**src/rtl/tx_if.sv**
```systemverilog
// Host-side write bus of the UART transmitter: data, write strobe and status.
interface tx_if #(
    parameter int WIDTH_DATA = 8
);
    logic [WIDTH_DATA-1:0] i_data;
    logic                  i_we;
    logic                  o_rdy;
    logic                  o_busy;

    modport master (
        output i_data,
        output i_we,
        input  o_rdy,
        input  o_busy
    );

    modport slave (
        input  i_data,
        input  i_we,
        output o_rdy,
        output o_busy
    );
endinterface

```
**src/rtl/tx.sv**
```systemverilog
// UART transmitter: start bit, LSB-first data, optional parity, stop bits,
// paced by rising edges of an external baud clock, with a one-deep holding register.
module tx #(
    parameter int WIDTH_DATA = 8,
    parameter int STOP_BITS  = 1,
    parameter int PARITY     = 0
) (
    input  logic i_clk,
    input  logic i_nrst,
    input  logic clk_tx,
    tx_if.slave  bus,
    output logic o_srst_clk,
    output logic o_tx
);

    typedef enum logic [2:0] {
        IDLE,
        START,
        DATA,
        PAR,
        STOP
    } state_t;

    localparam logic [2:0] LAST_BIT  = 3'(WIDTH_DATA - 1);
    localparam logic       LAST_STOP = 1'(STOP_BITS - 1);

    state_t                state_q, state_d;
    logic [1:0]            sample_q;
    logic                  ev_pe;
    logic                  valid_q, valid_d;
    logic [WIDTH_DATA-1:0] hold_q, hold_d;
    logic [WIDTH_DATA-1:0] shift_q, shift_d;
    logic                  par_q, par_d;
    logic [2:0]            bitcnt_q, bitcnt_d;
    logic                  stopcnt_q, stopcnt_d;
    logic                  tx_q, tx_d;
    logic                  srst_q, srst_d;
    logic                  xfer;

    function automatic logic parity_of(input logic [WIDTH_DATA-1:0] d);
        return (PARITY == 2) ? ~(^d) : (^d);
    endfunction

    assign ev_pe = sample_q[0] & ~sample_q[1];

    // Frame sequencer; xfer moves the held byte into the shifter.
    always_comb begin
        state_d   = state_q;
        shift_d   = shift_q;
        par_d     = par_q;
        bitcnt_d  = bitcnt_q;
        stopcnt_d = stopcnt_q;
        tx_d      = tx_q;
        srst_d    = 1'b0;
        xfer      = 1'b0;
        case (state_q)
            IDLE: begin
                tx_d = 1'b1;
                if (valid_q) begin
                    xfer    = 1'b1;
                    srst_d  = 1'b1;
                    tx_d    = 1'b0;
                    state_d = START;
                end
            end
            START: begin
                if (ev_pe) begin
                    tx_d     = shift_q[0];
                    shift_d  = shift_q >> 1;
                    bitcnt_d = '0;
                    state_d  = DATA;
                end
            end
            DATA: begin
                if (ev_pe) begin
                    if (bitcnt_q != LAST_BIT) begin
                        tx_d     = shift_q[0];
                        shift_d  = shift_q >> 1;
                        bitcnt_d = bitcnt_q + 3'd1;
                    end else if (PARITY != 0) begin
                        tx_d    = par_q;
                        state_d = PAR;
                    end else begin
                        tx_d      = 1'b1;
                        stopcnt_d = 1'b0;
                        state_d   = STOP;
                    end
                end
            end
            PAR: begin
                if (ev_pe) begin
                    tx_d      = 1'b1;
                    stopcnt_d = 1'b0;
                    state_d   = STOP;
                end
            end
            STOP: begin
                if (ev_pe) begin
                    if (stopcnt_q != LAST_STOP) begin
                        stopcnt_d = stopcnt_q + 1'b1;
                    end else if (valid_q) begin
                        // Baud generator is already aligned, so no restart pulse here.
                        xfer    = 1'b1;
                        tx_d    = 1'b0;
                        state_d = START;
                    end else begin
                        state_d = IDLE;
                    end
                end
            end
            default: begin
                state_d = IDLE;
                tx_d    = 1'b1;
            end
        endcase
        if (xfer) begin
            shift_d = hold_q;
            par_d   = parity_of(hold_q);
        end
    end

    // A write in the transfer cycle is refused since o_rdy is still low.
    always_comb begin
        valid_d = valid_q;
        hold_d  = hold_q;
        if (xfer) begin
            valid_d = 1'b0;
        end else if (bus.i_we && !valid_q) begin
            valid_d = 1'b1;
            hold_d  = bus.i_data;
        end
    end

    always_ff @(posedge i_clk or negedge i_nrst) begin
        if (!i_nrst) begin
            sample_q  <= 2'b00;
            state_q   <= IDLE;
            valid_q   <= 1'b0;
            bitcnt_q  <= '0;
            stopcnt_q <= 1'b0;
            tx_q      <= 1'b1;
            srst_q    <= 1'b0;
        end else begin
            sample_q  <= {sample_q[0], clk_tx};
            state_q   <= state_d;
            valid_q   <= valid_d;
            bitcnt_q  <= bitcnt_d;
            stopcnt_q <= stopcnt_d;
            tx_q      <= tx_d;
            srst_q    <= srst_d;
        end
    end

    always_ff @(posedge i_clk) begin
        hold_q  <= hold_d;
        shift_q <= shift_d;
        par_q   <= par_d;
    end

    assign bus.o_rdy  = ~valid_q;
    assign bus.o_busy = (state_q != IDLE) | valid_q;
    assign o_tx       = tx_q;
    assign o_srst_clk = srst_q;

endmodule

```
**src/flat_wrapper.sv**
```systemverilog
// flat-port wrapper written by rule: the top's interface ports become plain ports
module tx_flat 
#(
    parameter int WIDTH_DATA = 8,
    parameter int STOP_BITS  = 1,
    parameter int PARITY     = 0
)
  (i_clk, i_nrst, clk_tx, o_srst_clk, o_tx, bus_i_data, bus_i_we, bus_o_rdy, bus_o_busy);
  tx_if #(.WIDTH_DATA(WIDTH_DATA)) bus_i ();
  input  logic i_clk;
  input  logic i_nrst;
  input  logic clk_tx;
  output logic o_srst_clk;
  output logic o_tx;
  input wire logic [$bits(bus_i.i_data)-1:0] bus_i_data;
  input wire logic [$bits(bus_i.i_we)-1:0] bus_i_we;
  output wire logic [$bits(bus_i.o_rdy)-1:0] bus_o_rdy;
  output wire logic [$bits(bus_i.o_busy)-1:0] bus_o_busy;
  assign bus_i.i_data = bus_i_data;
  assign bus_i.i_we = bus_i_we;
  assign bus_o_rdy = bus_i.o_rdy;
  assign bus_o_busy = bus_i.o_busy;
  tx #(.WIDTH_DATA(WIDTH_DATA), .STOP_BITS(STOP_BITS), .PARITY(PARITY)) u_core (.i_clk(i_clk), .i_nrst(i_nrst), .clk_tx(clk_tx), .bus(bus_i), .o_srst_clk(o_srst_clk), .o_tx(o_tx));
endmodule
```
**config.mk**
```make
export PLATFORM = sky130hd
export DESIGN_NAME = tx_flat
export DESIGN_NICKNAME = d
export VERILOG_FILES = /design/src/rtl/tx_if.sv /design/src/rtl/tx.sv /design/src/flat_wrapper.sv
export SDC_FILE = /design/constraint.sdc
export NUM_CORES = 1
export LEC_CHECK = 0
export ABC_CLOCK_PERIOD_IN_PS = 2800
export CORE_MARGIN = 4
export CORE_UTILIZATION = 56
export CTS_CLUSTER_SIZE = 30
export DETAILED_ROUTE_END_ITERATION = 8
export HOLD_SLACK_MARGIN = 0.05
export PLACE_DENSITY = 0.91
export SETUP_SLACK_MARGIN = 0.15
export SYNTH_ARGS = -nofsm -noshare
export SYNTH_HDL_FRONTEND = slang
export SYNTH_SLANG_ARGS = --single-unit
```
**constraint.sdc**
```tcl
create_clock -name i_clk -period 2.8 [get_ports i_clk]
set_clock_uncertainty 0.1 [all_clocks]
set_input_delay 0.56 -clock i_clk [delete_from_list [all_inputs] [get_ports i_clk]]
set_output_delay 0.56 -clock i_clk [all_outputs]
set_load 0.01 [all_outputs]
```
Yosys cells after proc, flatten, opt, wreduce, memory -nomap -nowiden
Cells that the tools add are included.
{"block": "totals", "out_inout_bits": 4, "register_bits": 28, "word_cells": 87, "in_bits": 12}
{"block": "classes", "bitwise": 5, "n_reduce_logical": 14, "muxes": 40, "addsub": 2, "n_eq_ne": 17}
{"cell": "$mux 8", "n": 4}
{"cell": "$mux 3", "n": 10}
{"cell": "$mux 1", "n": 20}
{"cell": "$pmux 8 s2", "n": 1}
{"cell": "$pmux 3 s5", "n": 1}
{"cell": "$ne 2x1->1 const B", "n": 7}
{"cell": "$ne 3x1->1 const B", "n": 3}
{"cell": "$reduce_bool 3->1", "n": 3}
{"cell": "$reduce_and 4->1", "n": 2}
{"cell": "$reduce_and 7->1", "n": 1}
{"cell": "$eq 3x2->1 const B", "n": 2}
{"cell": "$pmux 3 s2", "n": 1}
{"cell": "$reduce_and 6->1", "n": 1}
{"cell": "$pmux 1 s5", "n": 1}
{"cell": "$reduce_and 5->1", "n": 1}
{"cell": "$ne 2x2->1 const B", "n": 2}
{"cell": "$reduce_bool 2->1", "n": 2}
{"cell": "$add 3x1->3 const B", "n": 1}
{"cell": "$eq 3x1->1 const B", "n": 1}
{"cell": "$eq 3x3->1 const B", "n": 1}
{"cell": "$logic_not 3->1", "n": 1}
{"cell": "$ne 3x3->1 const B", "n": 1}
{"cell": "$not 1->1", "n": 3}
{"cell": "$pmux 1 s3", "n": 1}
{"cell": "other kinds (7)", "n": 7}

Logic depth before layout (Yosys ltp)
Gate-level depths: netlist of run 1.
{"block": "logic_depth", "depth_word": 6, "depth_mapped": 6, "mapped_depth_nobuf": 6}

Least setup slack after synthesis of run 1
No wires, ideal clock.
{"block": "synth_path", "path_type": "register -> register", "start": "register u_core.bitcnt_q[0]", "end": "register u_core.shift_q[0], enable pin", "t_required_ns": 2.325, "path_buffers": 0, "arrival_ns": 1.472, "setup_slack_ns": 0.853, "stages_incl_launch_ff": 6, "period_less_slack_ns": 1.947, "setup_time_ns": 0.375, "path_cell_list": "dfrtp_1 > ha_1 > ha_1 > nor2_1 > a21oi_1 > o21bai_1"}
{"block": "synth_between", "elab_chain_cells": 3}
{"item": "from (decl)", "line_no": "tx.sv:34", "rtl": "logic [2:0] bitcnt_q, bitcnt_d;"}
{"item": "from (signal assigned)", "line_no": "tx.sv:147", "rtl": "bitcnt_q <= bitcnt_d;"}
{"item": "$ne 3x3->1", "line_no": "tx.sv:76", "rtl": "if (bitcnt_q != LAST_BIT) begin"}
{"item": "$ne 3x1->1 (no source line)"}
{"item": "$reduce_and 4->1 (no source line)"}
{"item": "to (signal assigned)", "line_no": "tx.sv:156", "rtl": "shift_q <= shift_d;"}
{"item": "to (decl)", "line_no": "tx.sv:32", "rtl": "logic [WIDTH_DATA-1:0] shift_q, shift_d;"}
No other way between the ends.
A chain may end at the register's enable or synchronous reset.

Worst setup path after layout of run 1
{"block": "layout_path", "start": "register u_core.state_q[2]", "end": "output bus_o_busy"}
{"block": "layout_between", "elab_chain_cells": 2}
{"item": "from (decl)", "line_no": "tx.sv:27", "rtl": "state_t state_q, state_d;"}
{"item": "from (signal assigned)", "line_no": "tx.sv:145", "rtl": "state_q <= state_d;"}
{"item": "$reduce_bool 3->1", "line_no": "tx.sv:161", "rtl": "assign bus.o_busy = (state_q != IDLE) | valid_q;"}
{"item": "$or 1x1->1", "line_no": "tx.sv:161"}
{"item": "to (decl)", "line_no": "flat_wrapper.sv:18", "rtl": "output wire logic [$bits(bus_i.o_busy)-1:0] bus_o_busy;"}
No other way between the ends.

==> metrics, run 1 <==
outcome finished clean; Worst Hold End u_core.sample_q[1]; Critical Path AT roughly 1700 ps; Die Ht approximately 54 um; H-tree depth 1; relative slew slack between 50% and 60%; setup bufs post-CTS 0; Post-Syn Instances 85; Die Area around 2900 um^2; Row Count 16; Seq pwr share around half; post-synthesis register bit count 27; total wire length roughly 1.9 mm; layout cells sized above 1 between 10% and 20%; largest net degree at the start of global routing 17; Setup violations, final 0; P_int 954 uW; WS Path Type reg -> out; vias per cell about 5.5; fillers 126; Sequential Area between 700 and 800 um^2; most frequent cells in the layout edfxtp_1 (16), clkdlybuf4s50_1 (15), dfrtp_1 (10); asr flop ratio synth around 40%; Synth Cell Area between 1000 and 1500 um^2; clock power share between 10 and 15%; Ys Warns 0; RSZ-0062 raised after global routing false; drt initial violations 9; I/O Buffers 15; Syn Nets approximately 100; area occupied by multi-input gates 403 um^2; Post-synth EDFFs 16; DP HPWL roughly 1.5 mm; Hold/Removal Path Class reg -> reg; crit path from u_core.state_q[2]; clk slew on worst S/H paths 140 ps; Gates resized, CTS repair 0; Die X-Extent between 50 and 60 um; worst r2r src u_core.bitcnt_q[0]; IO Pins 16; Routed WL per cell ~15 um; Final min period roughly 2400 ps; post-route ant nets 0; TritonCTS buffer count 3; hold buffers post-CTS 0; Hold Crit Depth 0; number of failing hold endpoints at the final stage 0; Max FO, Critical Path 12; routability-driven placement congestion ratio 0.741; commonest non-fill, non-tap cell in the layout edfxtp_1; register area share after synthesis between 60 and 70%; Slew @ Worst Pin between 700 and 800 ps; Comb pwr share between 30% and 40%; Synth cell types 27; worst skew pair latency approximately 310 ps; vias in the first global route 672; gr usage total about 15%; n_diodes 0; VDD IR max 0.000500 V; Crit Reg-Reg Endpoint u_core.shift_q[2]; leak pwr 0.528 nW; DR vias 709; Clock Tree Root clkbuf_4; Core Util, Final between 60 and 70%; Hold Startpoint u_core.sample_q[0]; max_cap viols 0; Max Fclk approximately 420 MHz; Setup crit end kind output pin; initial core utilization 59.7%; first-pass GRT wire length roughly 3.2 mm; Main synth FF type edfxtp_1; CTS Sinks 27; initial antenna violation count 0; first-pass detailed-route iteration total 4; Sw Ratio roughly a third; Remaining Overflow, GRT 0; Nets around 120; TritonCTS clock tree yes; area grow syn2layout 16.8%; sw power about 490 uW; core box area 1980 um^2; # DRC 0; Setup TNS Final 0 ps; PD cells 1040 nW/um^2; Reg2Reg Setup Slack 580 ps; Pins Over Slew Limit 0; Startpoint Class register; Reg2Reg Depth 5; Mapped Avg Cell Area 13.9 um^2; Period Utilization, post-route approximately 86%; worst endpoint required time approximately 2100 ps; deepest clock path buffer count 2
## critical path, stage by stage, from the launching register on
cell             delay (ps)
dfrtp_1                 560
nor3_1                  300
nand2_1                  90
clkdlybuf4s50_1         480
## flip-flops by register name (all words and copies together), names as in the netlist
| signal | cells |
|---|---|
| u_core.hold_q | 8 |
| u_core.shift_q | 8 |
| u_core.bitcnt_q | 3 |
| u_core.state_q | 3 |
| u_core.sample_q | 2 |
| u_core.o_srst_clk | 1 |
| u_core.o_tx | 1 |
| u_core.valid_q | 1 |
## how the worst max path moves through the flow
| stage | to | slack (ps) | cells past startpoint |
|---|---|---|---|
| CTS | bus_o_busy | 390 | 3 |
| finish | bus_o_busy | 400 | 3 |
| floorplan | u_core.shift_q[0] | 850 | 5 |
| global route | bus_o_busy | 310 | 3 |
| detailed placement | u_core.shift_q[1] | 610 | 5 |
| global placement | u_core.shift_q[3] | 730 | 5 |
## routing by layer
metal / wire [um] / vias to the layer above / share of wire [%] / track usage (%)
met5: 0 / - / 0 / 0
met4: 0 / 0 / 0 / 3.83
met3: 90 / 0 / 4.7 / 3.32
met2: 1010 / 18 / 53 / 27.6
met1: 821 / 353 / 43 / 18.7
li1: - / 338 / - / -
## power by group through the flow
| stage | combinational, mW | sequential, mW | clock (mW) |
|---|---|---|---|
| 2_1_floorplan | 0.426 | 0.692 | 0 |
| 3_3_place_gp | 0.511 | 0.728 | 0 |
| 3_5_place_dp | 0.538 | 0.740 | 0 |
| 4_1_cts | 0.541 | 0.735 | 0.167 |
| 5_1_grt | 0.597 | 0.751 | 0.184 |
| 6_report | 0.537 | 0.737 | 0.165 |
## cell usage after synthesis (2+ instances only)
library cell   n  share of area, %
mux2_4         7               8.9
nand2b_1       2               1.1
o21ai_0        7               3.0
dfrtp_1       10                21
edfxtp_1      16                41
ha_1           2               2.1
nand2_1        8               2.5
a211o_1        2               1.5
a22oi_1        3               1.9
buf_2          3               1.3
nor2_1         5               1.6
a21oi_1        3               1.3
nor2b_1        3               1.6
## cells by family (layout without fill, tap and decap cells)
logic type                 count (synthesis)  count (layout)  synth area share [%]
AOI/OAI and AO/OA                         18              18                  10.2
adders and majority gates                  2               2                  2.12
buffers and inverters                      5              21                  1.90
and+or+nand+nor                           25              25                  12.1
muxes                                      8               8                  9.74
DFF                                       27              27                  64.0
## metrics by stage
stage	power, mW	setup WS (ps)	cells	hold slack (ps)	area (um^2)
2_1_floorplan	1.12	853	85	164	1180
3_3_place_gp	1.24	727	124	276	1350
3_5_place_dp	1.28	610	124	295	1350
4_1_cts	1.44	387	128	326	1380
5_1_grt	1.53	314	128	355	1380
6_report	1.44	401	128	332	1380
## area by class of cell
class	count	area share [%]
Sequential cell	27	54.8
Clock inverter	1	0.543
Multi-Input combinational cell	53	29.2
Tap cell	27	2.45
Inverter	2	0.543
Timing Repair Buffer	15	10.9
Clock buffer	3	1.63
(Power assumes the default switching activity.)
==> inputs of run 2 (changes only) <==
- ABC_CLOCK_PERIOD_IN_PS: 2800 -> 2050
- CORE_UTILIZATION: 56 -> 47
- PLACE_DENSITY: 0.91 -> 0.83
- SKIP_LAST_GASP: unset -> 1
- clock period: 2.8 -> 2.05 ns (I/O delays scaled with it)
==> metrics, run 2 (same netlist as run 1, synthesis figures left out) <==
PD cells 1460 nW/um^2 (+40%); Remaining Overflow, GRT 0 (unchanged); Setup crit end kind register; Placement Cell Area 1390 um^2 (+2.6%); clock power share 10.7% (-0.7 points); post-route ant nets 0 (unchanged); CTS Sinks 27 (unchanged); Clock Tree Root clkbuf_4; Routed WL per cell 16.0 um (+6.7%); Period Utilization, post-route approximately 90%; Nets 126 (+8.6%); fin cells 139 (+8.6%); n_diodes 0 (unchanged); Hold/Removal Path Class in -> async; DR vias 778 (+9.7%); crit path from u_core.state_q[1]; M1 GR Usage 15.6% (-3.1 points); Core Util, Final 65.1% (-4.6 points); Largest regs u_core.hold_q (8), u_core.shift_q (8); Hold WS 294 ps (-37.8 ps); deepest clock path buffer count 2 (unchanged); grt peak-use layer met2; Final min period between 1500 and 2000 ps; first-pass detailed-route iteration total 4 (unchanged); VDD IR max 0.000775 V (+55%); setup slack at placement 105 ps (-504 ps); largest net degree at the start of global routing 17 (unchanged); clk slew on worst S/H paths 160 ps (+20 ps); drt initial violations 13 (+4); leak pwr 0.597 nW (+13%); Setup TNS Final 0 ps (unchanged); RSZ-0062 raised after global routing false; first-pass GRT wire length 3.56 mm (+13%); layout cells sized above 1 29.7% (+13 points); area grow syn2layout 26.6%; final worst slack 210 ps (-191 ps); routability-driven placement congestion ratio 0.845 (+14%); Die Ht 58.2 um (+7.8%); Slew @ Worst Pin 505 ps (-224 ps); relative slew slack 66.2% (+15 points); core box area 2300 um^2 (+16%); GRT met2 Usage 26.3% (-1.3 points); hold buffers post-CTS 0 (unchanged); final instance area 1500 um^2 (+8.3%); Startpoint Class register; Max Fclk 543 MHz; Comb pwr share 45.9% (+8.6 points); worst skew pair latency 330 ps (+20 ps); total wire length 2.23 mm (+16%); DP HPWL 1.59 mm (+6.9%); placed cells 129 (+4.0%); Sw Ratio 34.0% (+0.30 points); Crit Reg-Reg Endpoint u_core.shift_q[6]; Final Power 2.19 mW (+52%); Reg2Reg Depth 6 (+1); # DRC 0 (unchanged); Pins Over Slew Limit 0 (unchanged); Critical Path AT 1830 ps (+90 ps); outcome finished clean; vias per cell 5.60 (+1.0%); most frequent cells in the layout edfxtp_1 (16), clkdlybuf4s50_1 (12), buf_4 (9); sw power 744 uW (+53%); IO Pins 16 (unchanged); Max FO, Critical Path 9 (-3); Row Count 17 (+1); Setup violations, final 0 (unchanged); gr usage total 13.9% (-1.5 points); M3 GR Usage 2.23% (-1.1 points); TritonCTS buffer count 3 (unchanged); Die Area 3380 um^2 (+16%); P_int 1.44 mW (+51%); Seq pwr share 43.3% (-7.9 points); TritonCTS clock tree yes; vias in the first global route 800 (+19%); number of failing hold endpoints at the final stage 0 (unchanged); commonest non-fill, non-tap cell in the layout edfxtp_1; initial antenna violation count 0 (unchanged); Reg2Reg Setup Slack 210 ps (-370 ps); worst endpoint required time 2040 ps (-100 ps); WS Path Type reg -> reg; max_cap viols 0 (unchanged); I/O Buffers 15 (unchanged); worst r2r src u_core.state_q[1]; H-tree depth 1 (unchanged); Die X-Extent 58.2 um (+7.8%); initial core utilization 51.5% (-8.2 points)
-- run 2: worst max-delay path, cell delays in order (launching register included) --
cell and delay (ps):
dfrtp_2 460, buf_4 170, nor2_4 140, nand2_2 100, a21oi_4 160, buf_8 170
mux2_4 300
-- run 2: power by group through the flow --
stage / logic (mW) / clock network, mW / registers [mW]
2_1_floorplan: 0.589 / 0 / 0.944
3_3_place_gp: 0.749 / 0 / 0.981
3_5_place_dp: 0.803 / 0 / 0.994
4_1_cts: 0.910 / 0.241 / 0.945
5_1_grt: 1.08 / 0.259 / 0.968
6_report: 1.00 / 0.235 / 0.947
-- run 2: cell type report --
| class | instances | area [um^2] |
|---|---|---|
| Inverter | 2 | 7.51 |
| Timing Repair Buffer | 25 | 234 |
| Tap cell | 28 | 35.0 |
| Clock inverter | 1 | 7.51 |
| Fill cell | 177 | 801 |
| Sequential cell | 27 | 759 |
| Multi-Input combinational cell | 53 | 430 |
| Clock buffer | 3 | 22.5 |
-- run 2: what timing repair did --
action                                  CTS  global route
gates resized for setup                   6             7
buffers inserted                          3             3
pin swaps                                 0             3
endpoints found under the setup margin   11            16
-- run 2: per-layer routing --
metal	routed length (um)	vias to the layer above	part of all wire, %
li1	-	359	-
met1	908	389	41
met2	1160	24	52
met3	113	6	5.1
met4	50	0	2.2
met5	0	-	0
-- run 2: worst max-delay path by stage --
stage / cells past startpoint / endpoint
after floorplan: 5 / u_core.shift_q[0]
after global placement: 5 / u_core.shift_q[3]
after detailed placement: 5 / u_core.shift_q[1]
after CTS: 3 / bus_o_busy
after global routing: 6 / u_core.shift_q[6]
final: 6 / u_core.shift_q[6]
